<file path="config.mk">
export PLATFORM = sky130hd
export DESIGN_NAME = cnn_infer_ctrl
export DESIGN_NICKNAME = d
export VERILOG_FILES = /design/src/rtl/cnn_pkg.sv /design/src/rtl/cnn_pix_pipe.sv /design/src/rtl/cnn_infer_ctrl.sv
export SDC_FILE = /design/constraint.sdc
export NUM_CORES = 1
export LEC_CHECK = 0
export BUFFER_PORTS_ARGS = -buffer_cell sky130_fd_sc_hd__buf_2
export CAP_MARGIN = 20
export CORE_UTILIZATION = 31
export CTS_BUF_LIST = sky130_fd_sc_hd__clkbuf_2 sky130_fd_sc_hd__clkbuf_4 sky130_fd_sc_hd__clkbuf_8
export CTS_CLUSTER_SIZE = 40
export DETAILED_ROUTE_END_ITERATION = 6
export GPL_TIMING_DRIVEN = 0
export HOLD_SLACK_MARGIN = 0.06
export PLACE_DENSITY = 0.61
export SLEW_MARGIN = 10
export SYNTH_ARGS = -nofsm -noshare
export SYNTH_HDL_FRONTEND = slang
export SYNTH_SLANG_ARGS = --single-unit
</file>
<file path="constraint.sdc">
create_clock -name clk_i -period 3.9 [get_ports clk_i]
set_input_delay 0.78 -clock clk_i [delete_from_list [all_inputs] [get_ports clk_i]]
set_output_delay 0.78 -clock clk_i [all_outputs]
set_load 0.01 [all_outputs]
</file>
<file path="src/rtl/cnn_pkg.sv">
// Constants and the sequencer state type. mnist_cnn and input_module share
// the image geometry and decision width defined here.
package cnn_pkg;

    localparam int PIX_W   = 8;
    localparam int IMG_PIX = 784;
    localparam int DEC_W   = 4;

    typedef enum logic [2:0] {
        ST_IDLE,
        ST_CLEAR,
        ST_STREAM,
        ST_DRAIN,
        ST_WAIT,
        ST_REPORT,
        ST_FINISH
    } state_e;

endpackage

</file>
<file path="src/rtl/cnn_pix_pipe.sv">
// Aligns ROM read data with its enable. Pixels reach the CNN two cycles after
// their rom_en, and anything already in flight drains normally on abort.
module cnn_pix_pipe
    import cnn_pkg::*;
(
    input  logic             clk_i,
    input  logic             rst_ni,
    input  logic             rom_en_i,
    input  logic [PIX_W-1:0] rom_data_i,
    output logic             pix_valid_o,
    output logic [PIX_W-1:0] pix_data_o
);

    logic             en_q;
    logic             valid_q;
    logic [PIX_W-1:0] data_q;

    // en_q lines up with the cycle in which the synchronous ROM presents data.
    always_ff @(posedge clk_i or negedge rst_ni) begin
        if (!rst_ni) begin
            en_q    <= 1'b0;
            valid_q <= 1'b0;
            data_q  <= '0;
        end else begin
            en_q    <= rom_en_i;
            valid_q <= en_q;
            if (en_q) begin
                data_q <= rom_data_i;
            end
        end
    end

    assign pix_valid_o = valid_q;
    assign pix_data_o  = data_q;

endmodule

</file>
<file path="src/rtl/cnn_infer_ctrl.sv">
// Inference sequencer: for each image of a batch it clears the CNN, streams the
// image from ROM, waits (with watchdog) for the decision and reports it.
module cnn_infer_ctrl
    import cnn_pkg::*;
#(
    parameter int IDX_W   = 4,
    parameter int ADDR_W  = 14,
    parameter int CLR_CYC = 2,
    parameter int TIMEOUT = 4096
) (
    input  logic              clk_i,
    input  logic              rst_ni,
    input  logic              start_i,
    input  logic [IDX_W-1:0]  num_img_m1_i,
    input  logic              abort_i,
    output logic              busy_o,
    output logic              done_o,
    output logic              err_timeout_o,
    output logic              rom_en_o,
    output logic [ADDR_W-1:0] rom_addr_o,
    input  logic [PIX_W-1:0]  rom_data_i,
    output logic              cnn_clr_n_o,
    output logic [PIX_W-1:0]  pix_data_o,
    output logic              pix_valid_o,
    input  logic              cnn_valid_i,
    input  logic [DEC_W-1:0]  cnn_decision_i,
    output logic              res_valid_o,
    output logic [DEC_W-1:0]  res_decision_o,
    output logic [IDX_W-1:0]  res_idx_o
);

    localparam int PCNT_W = $clog2(IMG_PIX);
    localparam int WCNT_W = $clog2(TIMEOUT + 1);
    localparam int CCNT_W = (CLR_CYC > 1) ? $clog2(CLR_CYC) : 1;

    state_e              state_q;
    logic [PCNT_W-1:0]   pix_cnt_q;
    logic [WCNT_W-1:0]   wait_cnt_q;
    logic [WCNT_W-1:0]   wait_cnt_d;
    logic [CCNT_W-1:0]   clr_cnt_q;
    logic                drain_q;
    logic [IDX_W-1:0]    img_idx_q;
    logic [IDX_W-1:0]    num_q;
    logic [ADDR_W-1:0]   rom_addr_q;
    logic                rom_en_q;
    logic                cnn_clr_n_q;
    logic                busy_q;
    logic                done_q;
    logic                err_q;
    logic                res_valid_q;
    logic [DEC_W-1:0]    res_dec_q;
    logic [IDX_W-1:0]    res_idx_q;

    assign wait_cnt_d = (wait_cnt_q == WCNT_W'(TIMEOUT)) ? wait_cnt_q : wait_cnt_q + 1'b1;

    // Every output is a register updated on the transition into the state that owns it.
    always_ff @(posedge clk_i or negedge rst_ni) begin
        if (!rst_ni) begin
            state_q     <= ST_IDLE;
            pix_cnt_q   <= '0;
            wait_cnt_q  <= '0;
            clr_cnt_q   <= '0;
            drain_q     <= 1'b0;
            img_idx_q   <= '0;
            num_q       <= '0;
            rom_addr_q  <= '0;
            rom_en_q    <= 1'b0;
            cnn_clr_n_q <= 1'b1;
            busy_q      <= 1'b0;
            done_q      <= 1'b0;
            err_q       <= 1'b0;
            res_valid_q <= 1'b0;
            res_dec_q   <= '0;
            res_idx_q   <= '0;
        end else begin
            done_q      <= 1'b0;
            res_valid_q <= 1'b0;
            if (abort_i && state_q != ST_IDLE && state_q != ST_FINISH) begin
                state_q     <= ST_FINISH;
                rom_en_q    <= 1'b0;
                cnn_clr_n_q <= 1'b1;
                done_q      <= 1'b1;
                busy_q      <= 1'b0;
            end else begin
                case (state_q)
                    ST_IDLE: begin
                        if (start_i) begin
                            state_q     <= ST_CLEAR;
                            num_q       <= num_img_m1_i;
                            err_q       <= 1'b0;
                            img_idx_q   <= '0;
                            rom_addr_q  <= '0;
                            clr_cnt_q   <= '0;
                            cnn_clr_n_q <= 1'b0;
                            busy_q      <= 1'b1;
                        end
                    end
                    ST_CLEAR: begin
                        if (clr_cnt_q == CCNT_W'(CLR_CYC - 1)) begin
                            state_q     <= ST_STREAM;
                            cnn_clr_n_q <= 1'b1;
                            rom_en_q    <= 1'b1;
                            pix_cnt_q   <= '0;
                        end else begin
                            clr_cnt_q <= clr_cnt_q + 1'b1;
                        end
                    end
                    // rom_addr keeps counting across images so image i starts at i*IMG_PIX.
                    ST_STREAM: begin
                        rom_addr_q <= rom_addr_q + 1'b1;
                        if (pix_cnt_q == PCNT_W'(IMG_PIX - 1)) begin
                            state_q  <= ST_DRAIN;
                            rom_en_q <= 1'b0;
                            drain_q  <= 1'b0;
                        end else begin
                            pix_cnt_q <= pix_cnt_q + 1'b1;
                        end
                    end
                    ST_DRAIN: begin
                        if (drain_q) begin
                            state_q    <= ST_WAIT;
                            wait_cnt_q <= '0;
                        end else begin
                            drain_q <= 1'b1;
                        end
                    end
                    ST_WAIT: begin
                        wait_cnt_q <= wait_cnt_d;
                        if (cnn_valid_i) begin
                            state_q     <= ST_REPORT;
                            res_valid_q <= 1'b1;
                            res_dec_q   <= cnn_decision_i;
                            res_idx_q   <= img_idx_q;
                        end else if (wait_cnt_d == WCNT_W'(TIMEOUT)) begin
                            state_q <= ST_FINISH;
                            err_q   <= 1'b1;
                            done_q  <= 1'b1;
                            busy_q  <= 1'b0;
                        end
                    end
                    ST_REPORT: begin
                        if (img_idx_q == num_q) begin
                            state_q <= ST_FINISH;
                            done_q  <= 1'b1;
                            busy_q  <= 1'b0;
                        end else begin
                            state_q     <= ST_CLEAR;
                            img_idx_q   <= img_idx_q + 1'b1;
                            clr_cnt_q   <= '0;
                            cnn_clr_n_q <= 1'b0;
                        end
                    end
                    ST_FINISH: begin
                        state_q <= ST_IDLE;
                    end
                    default: begin
                        state_q <= ST_IDLE;
                    end
                endcase
            end
        end
    end

    cnn_pix_pipe u_pix_pipe (
        .clk_i       (clk_i),
        .rst_ni      (rst_ni),
        .rom_en_i    (rom_en_q),
        .rom_data_i  (rom_data_i),
        .pix_valid_o (pix_valid_o),
        .pix_data_o  (pix_data_o)
    );

    assign busy_o         = busy_q;
    assign done_o         = done_q;
    assign err_timeout_o  = err_q;
    assign rom_en_o       = rom_en_q;
    assign rom_addr_o     = rom_addr_q;
    assign cnn_clr_n_o    = cnn_clr_n_q;
    assign res_valid_o    = res_valid_q;
    assign res_decision_o = res_dec_q;
    assign res_idx_o      = res_idx_q;

endmodule

</file>
==> impl_results.md <==
* Min Tclk post-route at between 2 and 2.5 ns
* Total Power at roughly 3.0 mW
* Clock input transition at the sequential cells of the worst setup and hold paths at 0.08 ns
* Crit end category: flip-flop
* Cell count of the worst reg-to-reg path at 7
* Detailed-route via count at 3359
* Synthesis-to-finish area growth at 19.2%
* Number of gates given a new drive strength after cts at 0
* CP Data Arrival Time at between 2 and 3 ns
* Latest clock arrival within the worst-skew pair at 0.35 ns
* Largest net degree at the start of global routing at 42
* Final setup violating endpoints at 0
* Clock tree from TritonCTS: yes
* Register area share after synthesis at between 40% and 50%
* Post-synthesis instance total at 422
* Cell family with most CP delay: compound AO/OA/AOI/OAI gates
* # clock sinks at 74
* First-pass iteration count of the detailed router at 5
* Die Y-Extent at 115 µm
* Diodes inserted at 0
* Source of the worst register-to-register timing path: pix_cnt_q[0]$_DFFE_PN0P_
* Synth Warn # at 0
* Power per standard cell area at 647 nW/µm²
* Fraction of layout instances using a drive strength above 1 at 19.8%
* Setup repair after global routing missed its margin: false
* Total buffers and inverters traversed by the critical path at 0
* Final setup TNS at 0 ns
* Longest Clk Path Bufs at 2
* Prevailing post-synth register cell: dfrtp_1
* Worst rel slew slack at 47.1%
* Routed wire length at 9020 µm
* Number of H-tree levels at 3
* Ratio of final minimum period to clock period at 60.5%
* Leakage power of the design at 2.13 nW
* Count of port buffers added during placement at 56
* Post-DP HPWL at between 6000 and 7000 µm
* Placeable core region at 12200 µm²
* Async set-reset flop share out of synthesis at 100%
* Final weighted congestion of routability-driven global placement at 0.877
* Final Hold Slack at 0.364 ns
* Slowest stage delay, CP at ~0.45 ns
* Number of placed I/O pins at 58
* Gr ovfl total at 0
* Initial standard-cell utilization of the core at 32.3%
* Peak Freq at around 420 MHz
* Number of buffers added for setup after CTS at 0
* Via count of the first global-routing pass at about 3300
* Slowest CP cell: a211oi_4
* Post-synth cell types at 57
* Synth area leaders: dfrtp_1, nor2_1, xor2_1
* Slew of the pin with the lowest slew margin at 0.785 ns
* Register-to-register path setup slack at 1.54 ns
* Number of endpoints with negative hold slack in the final report at 0
* TritonCTS Buffers at 9
* Critical path launch point type: flip-flop
* Avg Inst Size Synth at around 9.3 µm²
* Die Footprint at 13100 µm²
* Hold-fix buffer count after cts at 0
* Wire length of the first global-routing pass at 15400 µm
* Mapped Nets at 448
* Critical R2R Capture: pix_cnt_q[8]$_DFFE_PN0P_
* Number of enable-type register cells in the synthesized netlist at 0
* Kind of critical path: flip-flop to flip-flop
* Worst hold path class: input pin to async pin
* Post-layout instance count excluding filler cells at 662
* Clock Skew at around 0.0044 ns
* Initial antenna violation count at 0
* Final slew viol count at 0
* Number of fill cells at 1208
* Total DRC errors in the routed layout at 0
* Number of routed nets with antenna violations at 0
* Synthesis-stage register bit count at 74
* Ordered cell list for the critical path: ha_1, and3_1, a311o_1, a211oi_4, nand4_1, or3_1, a21oi_1
* Cell Rows at 40
* Max Cap Viol at 0
* Mean number of vias per cell at 5.07
* Post-synthesis cell type with the largest combined area: dfrtp_1
* Final #Nets at 516
* Total standard cell area after synthesis at 3930 µm²
* Worst Path Max Fanout at 10
* Share of the synthesized area in the top cell type at between 40% and 50%
* Outcome: finished, final reports clean
* Global Route Usage Sum at 14.8%
* Average routed wire per standard cell at 13.6 µm
* Clock Root Buffer: clkbuf_8
* Worst ir drop on vdd at 0.000275 V
* Initial DRC Count at 319
* Data required time at the worst endpoint at 4.18 ns
* Dpl cells at 647
* Horizontal die dimension at approximately 110 µm
-- registers in the layout, indices dropped and copies added, names as in the netlist, 3 cells and up --
| register | cells |
|---|---|
| res_decision_o | 4 |
| img_idx_q | 4 |
| num_q | 4 |
| pix_cnt_q | 10 |
| rom_addr_o | 14 |
| res_idx_o | 4 |
| u_pix_pipe.pix_data_o | 8 |
| state_q | 3 |
| wait_cnt_q | 13 |
-- cells by family after synthesis --
family,count (synthesis),synth area share (%)
fa+ha+maj,6,1.85
simple gates,173,21.5
compound gates,92,15.1
xor+xnor,28,6.25
buf+inv,31,3.03
mux,18,5.10
flops,74,47.2
-- cell type report --
class,instances,area [µm²],share of cell area [%]
repair buffers,57,303,6.47
clock buffers,10,138,2.94
plain buffers,21,81.3,1.74
well taps,168,210,4.49
flip-flops and latches,74,1850,39.6
multi-input cells,317,1950,41.7
clock inverters,5,103,2.19
inverters,10,37.5,0.802
-- placed cells by master (no fill, tap or decap), types with 3 or more instances in the layout --
cell        n
nand2_1    47
nand3_1    16
nor2b_1     6
o211ai_1    3
xor2_1     21
a21oi_1    18
o21ai_0    36
nand4_1    10
mux2_2     16
clkbuf_8   10
nor2_1     50
dfrtp_1    73
a21o_1      3
and3_1      9
xnor2_1     7
clkbuf_1   17
buf_2      57
ha_1        5
o31ai_1     5
nor3_1     11
inv_1       9
or3_1       6
a22o_1      5
bufinv_16   3
-- worst max-delay path by stage --
stage	from	end	slack (ns)	depth (start not counted)
after floorplan	pix_cnt_q[0]$_DFFE_PN0P_	pix_cnt_q[8]$_DFFE_PN0P_	1.76	7
after global placement	abort_i	rom_addr_o[11]$_DFFE_PN0P_	1.52	7
after detailed placement	abort_i	rom_addr_o[11]$_DFFE_PN0P_	1.50	7
after CTS	pix_cnt_q[0]$_DFFE_PN0P_	pix_cnt_q[8]$_DFFE_PN0P_	1.52	7
after global routing	wait_cnt_q[0]$_DFFE_PN0P_	busy_o$_DFFE_PN0P_	1.34	8
final	pix_cnt_q[0]$_DFFE_PN0P_	pix_cnt_q[8]$_DFFE_PN0P_	1.54	7
-- stage by stage --
stage                     util (%)  setup slack (ns)  cell area [µm²]
after CTS                     38.5              1.52             4680
after global placement        36.3              1.52             4420
after global routing          38.5              1.34             4680
final                         38.5              1.54             4680
after detailed placement      36.5              1.50             4440
after floorplan                  -              1.76             3930
-- routing by layer --
layer | GRT usage, % | up-vias | part of all wire [%]
met2 | 24.4 | 116 | 46
met4 | 5.97 | 0 | 1.7
met5 | 0 | - | 0
met1 | 18.5 | 1587 | 45
li1 | - | 1639 | -
met3 | 3.97 | 17 | 6.4
-- worst reg2reg max path: stages, from the launching register on --
cell and delay, ns:
dfrtp_1 0.43, ha_1 0.23, and3_1 0.24, a311o_1 0.32
a211oi_4 0.45, nand4_1 0.17, or3_1 0.32, a21oi_1 0.14
-- cells in the mapped netlist (all sizes together) (7+ instances only) --
master	number
xnor2	7
nand3	16
a21oi	18
xor2	21
and3	9
nor3	12
inv	10
dfrtp	73
nor2	50
o21ai	37
mux2	16
clkbuf	17
nand2	47
nand4	10
-- where the power goes --
part	total, mW	internal, mW	switching, mW
combinational	1.15	0.475	0.677
clock	0.718	0.438	0.281
sequential	1.16	0.979	0.176
Note: power is estimated with default switching activity, not from simulation.
